## config.mk

```make
export PLATFORM = sky130hd
export DESIGN_NAME = stream_demux_n
export DESIGN_NICKNAME = d
export VERILOG_FILES = /design/src/rtl/stream_demux_n.sv
export SDC_FILE = /design/constraint.sdc
export NUM_CORES = 1
export LEC_CHECK = 0
export ABC_AREA = 1
export CAP_MARGIN = 5
export CELL_PAD_IN_SITES_DETAIL_PLACEMENT = 1
export CELL_PAD_IN_SITES_GLOBAL_PLACEMENT = 1
export CORE_ASPECT_RATIO = 0.6
export CORE_MARGIN = 5
export CORE_UTILIZATION = 33
export CTS_CLUSTER_SIZE = 28
export DETAILED_ROUTE_END_ITERATION = 7
export PLACE_DENSITY_LB_ADDON = 0.1
export REMOVE_ABC_BUFFERS = 1
export SYNTH_ARGS = -nofsm -noshare
export SYNTH_HDL_FRONTEND = slang
export SYNTH_SLANG_ARGS = --single-unit
export TNS_END_PERCENT = 20
```

## constraint.sdc

```tcl
create_clock -name clk -period 4.2 [get_ports clk]
set_input_delay 0.84 -clock clk [delete_from_list [all_inputs] [get_ports clk]]
set_output_delay 0.84 -clock clk [all_outputs]
set_load 0.05 [all_outputs]
```

## src/rtl/stream_demux_n.sv

```systemverilog
// Registered 1-to-N stream demultiplexer with select or round-robin routing.
// Each output channel has a one-entry register so stalls stay local to that channel.
module stream_demux_n #(
    parameter int unsigned W     = 8,
    parameter int unsigned N     = 4,
    parameter int unsigned SEL_W = 2,
    parameter int unsigned CNT_W = 8
) (
    input  logic             clk,
    input  logic             rst,
    input  logic             en,
    input  logic             rr_mode,
    input  logic [SEL_W-1:0] sel,
    input  logic             in_valid,
    input  logic [W-1:0]     in_data,
    output logic             in_ready,
    output logic [N-1:0]     out_valid,
    input  logic [N-1:0]     out_ready,
    output logic [N*W-1:0]   out_data,
    output logic [SEL_W-1:0] rr_ptr,
    output logic [CNT_W-1:0] drop_cnt
);

    localparam int unsigned    NumSlots = 1 << SEL_W;
    localparam logic [SEL_W:0] NumCh    = (SEL_W + 1)'(N);

    typedef enum logic {
        StEmpty = 1'b0,
        StFull  = 1'b1
    } ch_state_e;

    ch_state_e         state_q [N];
    ch_state_e         state_d [N];
    logic [N*W-1:0]    data_q, data_d;
    logic [SEL_W-1:0]  rr_ptr_q, rr_ptr_d;
    logic [CNT_W-1:0]  drop_cnt_q, drop_cnt_d;

    logic [SEL_W-1:0]    dest;
    logic                dest_ok;
    logic [NumSlots-1:0] open_ext;
    logic [N-1:0]        push_vec;
    logic                accept;

    assign dest    = rr_mode ? rr_ptr_q : sel;
    assign dest_ok = {1'b0, dest} < NumCh;

    // Out-of-range slots read as closed; they are only reachable when dest_ok is false.
    always_comb begin
        open_ext = '0;
        for (int unsigned k = 0; k < N; k++) begin
            open_ext[k] = (state_q[k] == StEmpty) | out_ready[k];
        end
    end

    assign in_ready = en & (dest_ok ? open_ext[dest] : 1'b1);
    assign accept   = in_valid & in_ready;

    always_comb begin
        push_vec = '0;
        for (int unsigned k = 0; k < N; k++) begin
            push_vec[k] = accept & dest_ok & (dest == SEL_W'(k));
        end
    end

    always_comb begin
        data_d = data_q;
        for (int unsigned k = 0; k < N; k++) begin
            state_d[k] = state_q[k];
            unique case (state_q[k])
                StEmpty: if (push_vec[k]) state_d[k] = StFull;
                StFull:  if (out_ready[k] && !push_vec[k]) state_d[k] = StEmpty;
            endcase
            if (push_vec[k]) data_d[k*W +: W] = in_data;
        end
    end

    always_comb begin
        rr_ptr_d   = rr_ptr_q;
        drop_cnt_d = drop_cnt_q;
        if (accept && rr_mode) begin
            rr_ptr_d = (rr_ptr_q == SEL_W'(N - 1)) ? '0 : rr_ptr_q + SEL_W'(1);
        end
        if (accept && !rr_mode && !dest_ok && (drop_cnt_q != '1)) begin
            drop_cnt_d = drop_cnt_q + CNT_W'(1);
        end
    end

    always_ff @(posedge clk) begin
        if (rst) begin
            for (int unsigned k = 0; k < N; k++) state_q[k] <= StEmpty;
            data_q     <= '0;
            rr_ptr_q   <= '0;
            drop_cnt_q <= '0;
        end else begin
            for (int unsigned k = 0; k < N; k++) state_q[k] <= state_d[k];
            data_q     <= data_d;
            rr_ptr_q   <= rr_ptr_d;
            drop_cnt_q <= drop_cnt_d;
        end
    end

    always_comb begin
        out_valid = '0;
        for (int unsigned k = 0; k < N; k++) out_valid[k] = (state_q[k] == StFull);
    end

    assign out_data = data_q;
    assign rr_ptr   = rr_ptr_q;
    assign drop_cnt = drop_cnt_q;

endmodule

```

==> flow_metrics.py, run 1 <==
metrics = {
    "critical_path": {
        "worstReg2RegEnd": "out_data[25]$_SDFFE_PP0P_",
        "critical_path_start_end_classification": "primary input to primary output",
        "crit_path_start_kind": "primary input",
        "reg2reg_slack_ns": 2.55,
        "r2r_start": "rr_ptr[0]$_SDFFE_PP0P_",
        "critical_path_required_ns": 3.36,
        "critPathLaunch": "rr_mode",
        "r2r_cells": 10,
        "max_fanout_on_critical_path": 6,
        "timing.critical_path.to_type": "primary output",
        "timing.critical_path.arrival_ns": 2.91,
    },
    "pwr": {
        "power-per-cell-area_nw_per_um2": 345.5,
        "power.leakage_nw": 1.234,
        "peakVddDrop_v": 0.0001586,
        "design_power_total_uw": 889.6,
    },
    "floorplan": {
        "fp.dieW_um": 109.1,
        "floorplan.core_area_um2": 5649,
        "std_cell_rows": 21,
        "dieArea_um2": 7581,
        "ioPinCount": 66,
        "die_height_um": 69.48,
        "initial_core_util": 0.3444,
    },
    "timing": {
        "min_period_over_period": 0.8917,
        "maxSlewViolCount": 0,
        "tns_ns": 0,
        "fin_hold_ws_ns": 0.5166,
        "max_clock_freq_mhz": 267.0,
        "final.setup.worst_slack_ns": 0.4547,
        "final_period_demand_of_the_worst_path_ns": 3.745,
        "worstMarginPinSlew_ns": 1.039,
        "hold_violations": 0,
        "clock_skew_ns": 0.008136,
        "report.final.setup_viol": 0,
        "grt_setup_unrepaired": "false",
        "worst_slew_margin_relative_to_its_limit": 0.3067,
    },
    "place": {
        "place_congestion": 0.7465,
        "placedCellCount": 407,
        "port_buffers": 57,
        "place_ws_ns": 0.4445,
        "detailedPlacementHpwl_um": 3667,
    },
    "drt": {
        "drt_drc_violations_left": 0,
        "detail-route-antenna-nets": 0,
        "drt-initial-drc-count": 69,
        "avgViaCountPerCell": 4.128,
        "routed-via-count": 1713,
        "detail_route.wirelength_um": 4965,
        "drt_pass1_iterations": 4,
        "routedWlPerCell_um": 11.96,
    },
    "min_path": {
        "hold_path.startpoint": "out_data[23]$_SDFFE_PP0P_",
        "hold_path_end": "out_data[23]$_SDFFE_PP0P_",
        "hold_path_class": "register to register",
        "hold_depth": 4,
    },
    "synth": {
        "synth.distinct_cells": 20,
        "flop_and_latch_count_out_of_synthesis": 38,
        "syn_inst": 283,
        "syn-cell-area_um2": 1946,
        "seq_area_frac_synth": 0.3910,
        "syn-mean-instance-area_um2": 6.875,
        "synth-warning-count": 0,
    },
    "cells_and_area": {
        "num_antenna_cells": 0,
        "design.final.nets": 354,
        "count_of_non_filler_cells_in_the_finished_layout": 415,
        "mostFrequentLayoutCell": "nor2_1",
        "drive_gt1_frac": 0.08657,
        "most_used_cells_in_the_layout_excluding_fill_and_tap_cells": "nor2_1 (75), nand2_1 (71), clkdlybuf4s50_1 (57), inv_1 (47), dfxtp_1 (38)",
        "area_growth_pct": 32.35,
        "final.fill_count": 746,
    },
    "global_route": {
        "grt_pass1_vias": 1826,
        "pin_count_of_the_biggest_net_entering_global_routing": 34,
        "grt.overflow.total": 0,
        "globalRouteTotalUtil": 0.1433,
        "antenna_found_initial": 0,
        "grt_pass1_wl_um": 8694,
    },
    "clock_network": {
        "clock_tree.root_cell": "clkbuf_8",
        "cts_made_buffers": 5,
        "cts_num_sinks": 38,
        "cts.htree.levels": 2,
        "postCtsHoldBufs": 0,
        "clk-insertion-delay-late_ns": 0.29,
        "tritoncts": "built",
        "cts.repair.resized": 0,
        "clkTransAtPathRegs_ns": 0.08,
        "postCtsSetupBuffers": 0,
        "cts.path.max_buffers": 2,
    },
    "status": {
        "outcome": "finished, final reports clean",
    },
    "job": {
        "drv.max_cap_violation_count": 0,
    },
}
critical path, stage by stage:
cell	delay (ns)
clkdlybuf4s50_1	0.58
inv_2	0.10
nand2_2	0.07
nand2_2	0.10
nand3_2	0.11
nand2_4	0.08
nor2_8	0.20
clkdlybuf4s50_1	0.83
metrics by stage:
step           instance area (um2)  utilization
2_1_floorplan                 1798            -
3_3_place_gp                  2469       0.4370
3_5_place_dp                  2469       0.4370
4_1_cts                       2575       0.4558
5_1_grt                       2575       0.4558
6_report                      2575       0.4558
layer usage:
layer / vias to the layer above / wire [um] / global-route usage
li1: 895 / - / -
met1: 767 / 2549 / 0.1973
met2: 47 / 1991 / 0.2102
met3: 4 / 386 / 0.05395
met4: 0 / 38 / 0.03361
met5: - / 0 / 0
cells in the mapped netlist:
cell type   n  area (um2)
nor2_1     75       281.5
nand3_1     1       5.000
nand4_1     1       6.260
buf_8       2       30.03
nand2_4     2       22.52
conb_1      1       3.750
nand2_1    71       266.5
clkbuf_2    1       5.000
nor2_8      1       20.02
buf_4      12       90.09
nand3_4     5       87.58
clkbuf_1    1       3.750
inv_2       2       7.510
nand2_2     9       56.30
inv_1      47       176.4
nand3_2     4       40.04
dfxtp_1    38       760.7
a21oi_1     5       25.02
ha_1        1       12.51
buf_6       4       45.04
cells by family (layout without fill, tap and decap cells):
family / count (synthesis) / count (layout) / share of synthesized area
buffers and inverters: 69 / 114 / 0.1839
adder cells (fa/ha/maj): 1 / 1 / 0.006430
AO/OA/AOI/OAI: 5 / 5 / 0.01286
AND/OR/NAND/NOR: 169 / 169 / 0.4039
other: 1 / 8 / 0.001927
flip-flops: 38 / 38 / 0.3910
sequential cells by signal, indices dropped and copies added, names as in the netlist:
signal and cells:
rr_ptr 2, state_q 4, out_data 32
how the worst max path moves through the flow:
stage,end,slack [ns],cells after the start
6_report,in_ready,0.45,8
5_1_grt,in_ready,0.34,8
4_1_cts,in_ready,0.44,8
3_5_place_dp,in_ready,0.44,8
3_3_place_gp,in_ready,0.48,8
2_1_floorplan,in_ready,1.88,5
final cells by class:
class                   count  area [um2]  share of cell area
inverters                  49       183.9             0.07143
repair buffers             57       570.5              0.2216
clock inverters             1       30.03             0.01166
clock buffers               7       76.32             0.02964
multi-input cells         183       853.3              0.3314
well taps                  80       100.1             0.03887
flip-flops and latches     38       760.7              0.2954
report_power, final:
group	switching (mW)	internal (mW)	leakage [nW]	total, mW
sequential	0.00904	0.376	0.309	0.385
clock	0.127	0.178	0.0524	0.305
combinational	0.137	0.0626	0.872	0.200
No activity file was read; power rests on OpenSTA's default activity.
==> run 2: changes to the inputs <==
--- a/config.mk
+++ b/config.mk
@@ -16,6 +16,7 @@
 export DETAILED_ROUTE_END_ITERATION = 7
 export PLACE_DENSITY_LB_ADDON = 0.1
 export REMOVE_ABC_BUFFERS = 1
+export SETUP_SLACK_MARGIN = 0.3
 export SYNTH_ARGS = -nofsm -noshare
 export SYNTH_HDL_FRONTEND = slang
 export SYNTH_SLANG_ARGS = --single-unit
==> results of run 2 <==
No change in the layout: final DEF, timing and power equal those of run 1.
==> run 3: changes to the inputs <==
--- a/config.mk
+++ b/config.mk
@@ -11,9 +11,10 @@
 export CELL_PAD_IN_SITES_GLOBAL_PLACEMENT = 1
 export CORE_ASPECT_RATIO = 0.6
 export CORE_MARGIN = 5
-export CORE_UTILIZATION = 33
+export CORE_UTILIZATION = 46
 export CTS_CLUSTER_SIZE = 28
 export DETAILED_ROUTE_END_ITERATION = 7
+export DONT_BUFFER_PORTS = 1
 export PLACE_DENSITY_LB_ADDON = 0.1
 export REMOVE_ABC_BUFFERS = 1
 export SETUP_SLACK_MARGIN = 0.3
==> flow_metrics.py, run 3 (same netlist as run 1, synthesis figures left out) <==
metrics = {
    "drt": {
        "avgViaCountPerCell": 4.405,
        "detail-route-antenna-nets": 0,
        "detail_route.wirelength_um": 4406,
        "drt-initial-drc-count": 37,
        "drt_drc_violations_left": 0,
        "drt_pass1_iterations": 4,
        "routed-via-count": 1489,
        "routedWlPerCell_um": 13.04,
    },
    "pwr": {
        "design_power_total_uw": 785.5,
        "power.leakage_nw": 1.024,
        "power-per-cell-area_nw_per_um2": 399.9,
        "peakVddDrop_v": 0.0001932,
    },
    "clock_network": {
        "postCtsSetupBuffers": 0,
        "cts_num_sinks": 38,
        "cts.repair.resized": 0,
        "postCtsHoldBufs": 0,
        "cts.htree.levels": 2,
        "clk-insertion-delay-late_ns": 0.29,
        "clock_tree.root_cell": "clkbuf_8",
        "cts.path.max_buffers": 2,
        "cts_made_buffers": 5,
        "clkTransAtPathRegs_ns": 0.07,
        "tritoncts": "built",
    },
    "cells_and_area": {
        "most_used_cells_in_the_layout_excluding_fill_and_tap_cells": "nor2_1 (75), nand2_1 (71), inv_1 (47), dfxtp_1 (38), nand2_2 (9)",
        "mostFrequentLayoutCell": "nor2_1",
        "design.final.nets": 297,
        "final.fill_count": 569,
        "area_growth_pct": 0.9644,
        "drive_gt1_frac": 0.1079,
        "postLayoutCoreUtil": 0.4792,
        "num_antenna_cells": 0,
        "max_reg_flops": 32,
    },
    "timing": {
        "worstMarginPinSlew_ns": 1.015,
        "fin_hold_ws_ns": 0.6195,
        "tns_ns": 0,
        "min_period_over_period": 0.6301,
        "worst_slew_margin_relative_to_its_limit": 0.3225,
        "hold_violations": 0,
        "max_clock_freq_mhz": 377.9,
        "clock_skew_ns": 0.008901,
        "report.final.setup_viol": 0,
        "final_period_demand_of_the_worst_path_ns": 2.646,
        "grt_setup_unrepaired": "false",
        "maxSlewViolCount": 0,
    },
    "critical_path": {
        "critical_path.max_stage_delay_ns": 0.68,
        "critical_path_required_ns": 3.36,
        "r2r_cells": 10,
        "critical_path_start_end_classification": "register to primary output",
        "timing.critical_path.to_type": "primary output",
        "crit_path_start_kind": "register",
        "critPathLaunch": "rr_ptr[1]$_SDFFE_PP0P_",
        "reg2reg_slack_ns": 2.00,
        "timing.critical_path.arrival_ns": 1.81,
        "worstReg2RegEnd": "out_data[3]$_SDFFE_PP0P_",
        "critical_path_cell_list": "inv_1, nand2_1, nand2_2, nand3_2, nand3_4, nor2_8",
        "cpMaxStageDelayCell": "dfxtp_1",
        "critPathCapture": "in_ready",
        "max_fanout_on_critical_path": 6,
        "r2r_start": "rr_ptr[1]$_SDFFE_PP0P_",
    },
    "global_route": {
        "globalRouteTotalUtil": 0.1738,
        "use_met3": 0.06568,
        "most_congested_layer_reported_by_global_routing": "met2",
        "grt_pass1_wl_um": 7431,
        "grt_pass1_vias": 1521,
        "global_route.usage.met2": 0.2664,
        "grt.overflow.total": 0,
        "globalRouteMet1Util": 0.2299,
        "antenna_found_initial": 0,
        "pin_count_of_the_biggest_net_entering_global_routing": 34,
    },
    "place": {
        "port_buffers": 0,
        "detailedPlacementHpwl_um": 3267,
        "place_congestion": 0.8176,
    },
    "floorplan": {
        "dieArea_um2": 5673,
        "die_height_um": 60.38,
        "ioPinCount": 66,
        "std_cell_rows": 18,
        "floorplan.core_area_um2": 4099,
        "initial_core_util": 0.4747,
        "fp.dieW_um": 93.96,
    },
    "status": {
        "outcome": "finished, final reports clean",
    },
    "min_path": {
        "hold_path_class": "primary input to register",
    },
    "job": {
        "drv.max_cap_violation_count": 0,
    },
}
## run 3: final cells by class
type                    instances  area (um2)  area share
flip-flops and latches         38       760.7      0.3873
clock inverters                 1       5.005    0.002548
clock buffers                   7       86.33     0.04395
well taps                      60       75.07     0.03822
inverters                      49       183.9     0.09363
multi-input cells             183       853.3      0.4344
## run 3: worst min path at each step
stage | endpoint | cells after the start | start
2_1_floorplan | rr_ptr[0]$_SDFFE_PP0P_ | 2 | rr_ptr[0]$_SDFFE_PP0P_
3_3_place_gp | out_data[29]$_SDFFE_PP0P_ | 4 | out_data[29]$_SDFFE_PP0P_
3_5_place_dp | out_data[27]$_SDFFE_PP0P_ | 4 | out_data[27]$_SDFFE_PP0P_
4_1_cts | rr_ptr[0]$_SDFFE_PP0P_ | 1 | rst
5_1_grt | rr_ptr[0]$_SDFFE_PP0P_ | 1 | rst
6_report | state_q[0]$_SDFF_PP0_ | 1 | rst
## run 3: critical path: cells and delay by family (launching register included)
family,cells,cell delay (ns)
AND/OR/NAND/NOR,5,0.70
flip-flops,1,0.68
buffers and inverters,1,0.13
## run 3: stage by stage
stage                     setup slack, ns  instances  cell area (um2)
after floorplan                     1.883        270             1798
after global placement              1.838        330             1873
after detailed placement            1.802        330             1873
after CTS                           1.520        338             1964
after global routing                1.438        338             1964
final                               1.554        338             1964
## run 3: per-layer routing
layer / vias to the layer above / part of all wire
met5: - / 0
met4: 0 / 0.010
met3: 5 / 0.080
met2: 40 / 0.43
met1: 662 / 0.48
li1: 782 / -
## run 3: power by group
| group | internal, mW | switching (mW) |
|---|---|---|
| logic | 0.0222 | 0.0646 |
| clock network | 0.132 | 0.123 |
| registers | 0.376 | 0.0670 |
| total | 0.531 | 0.255 |
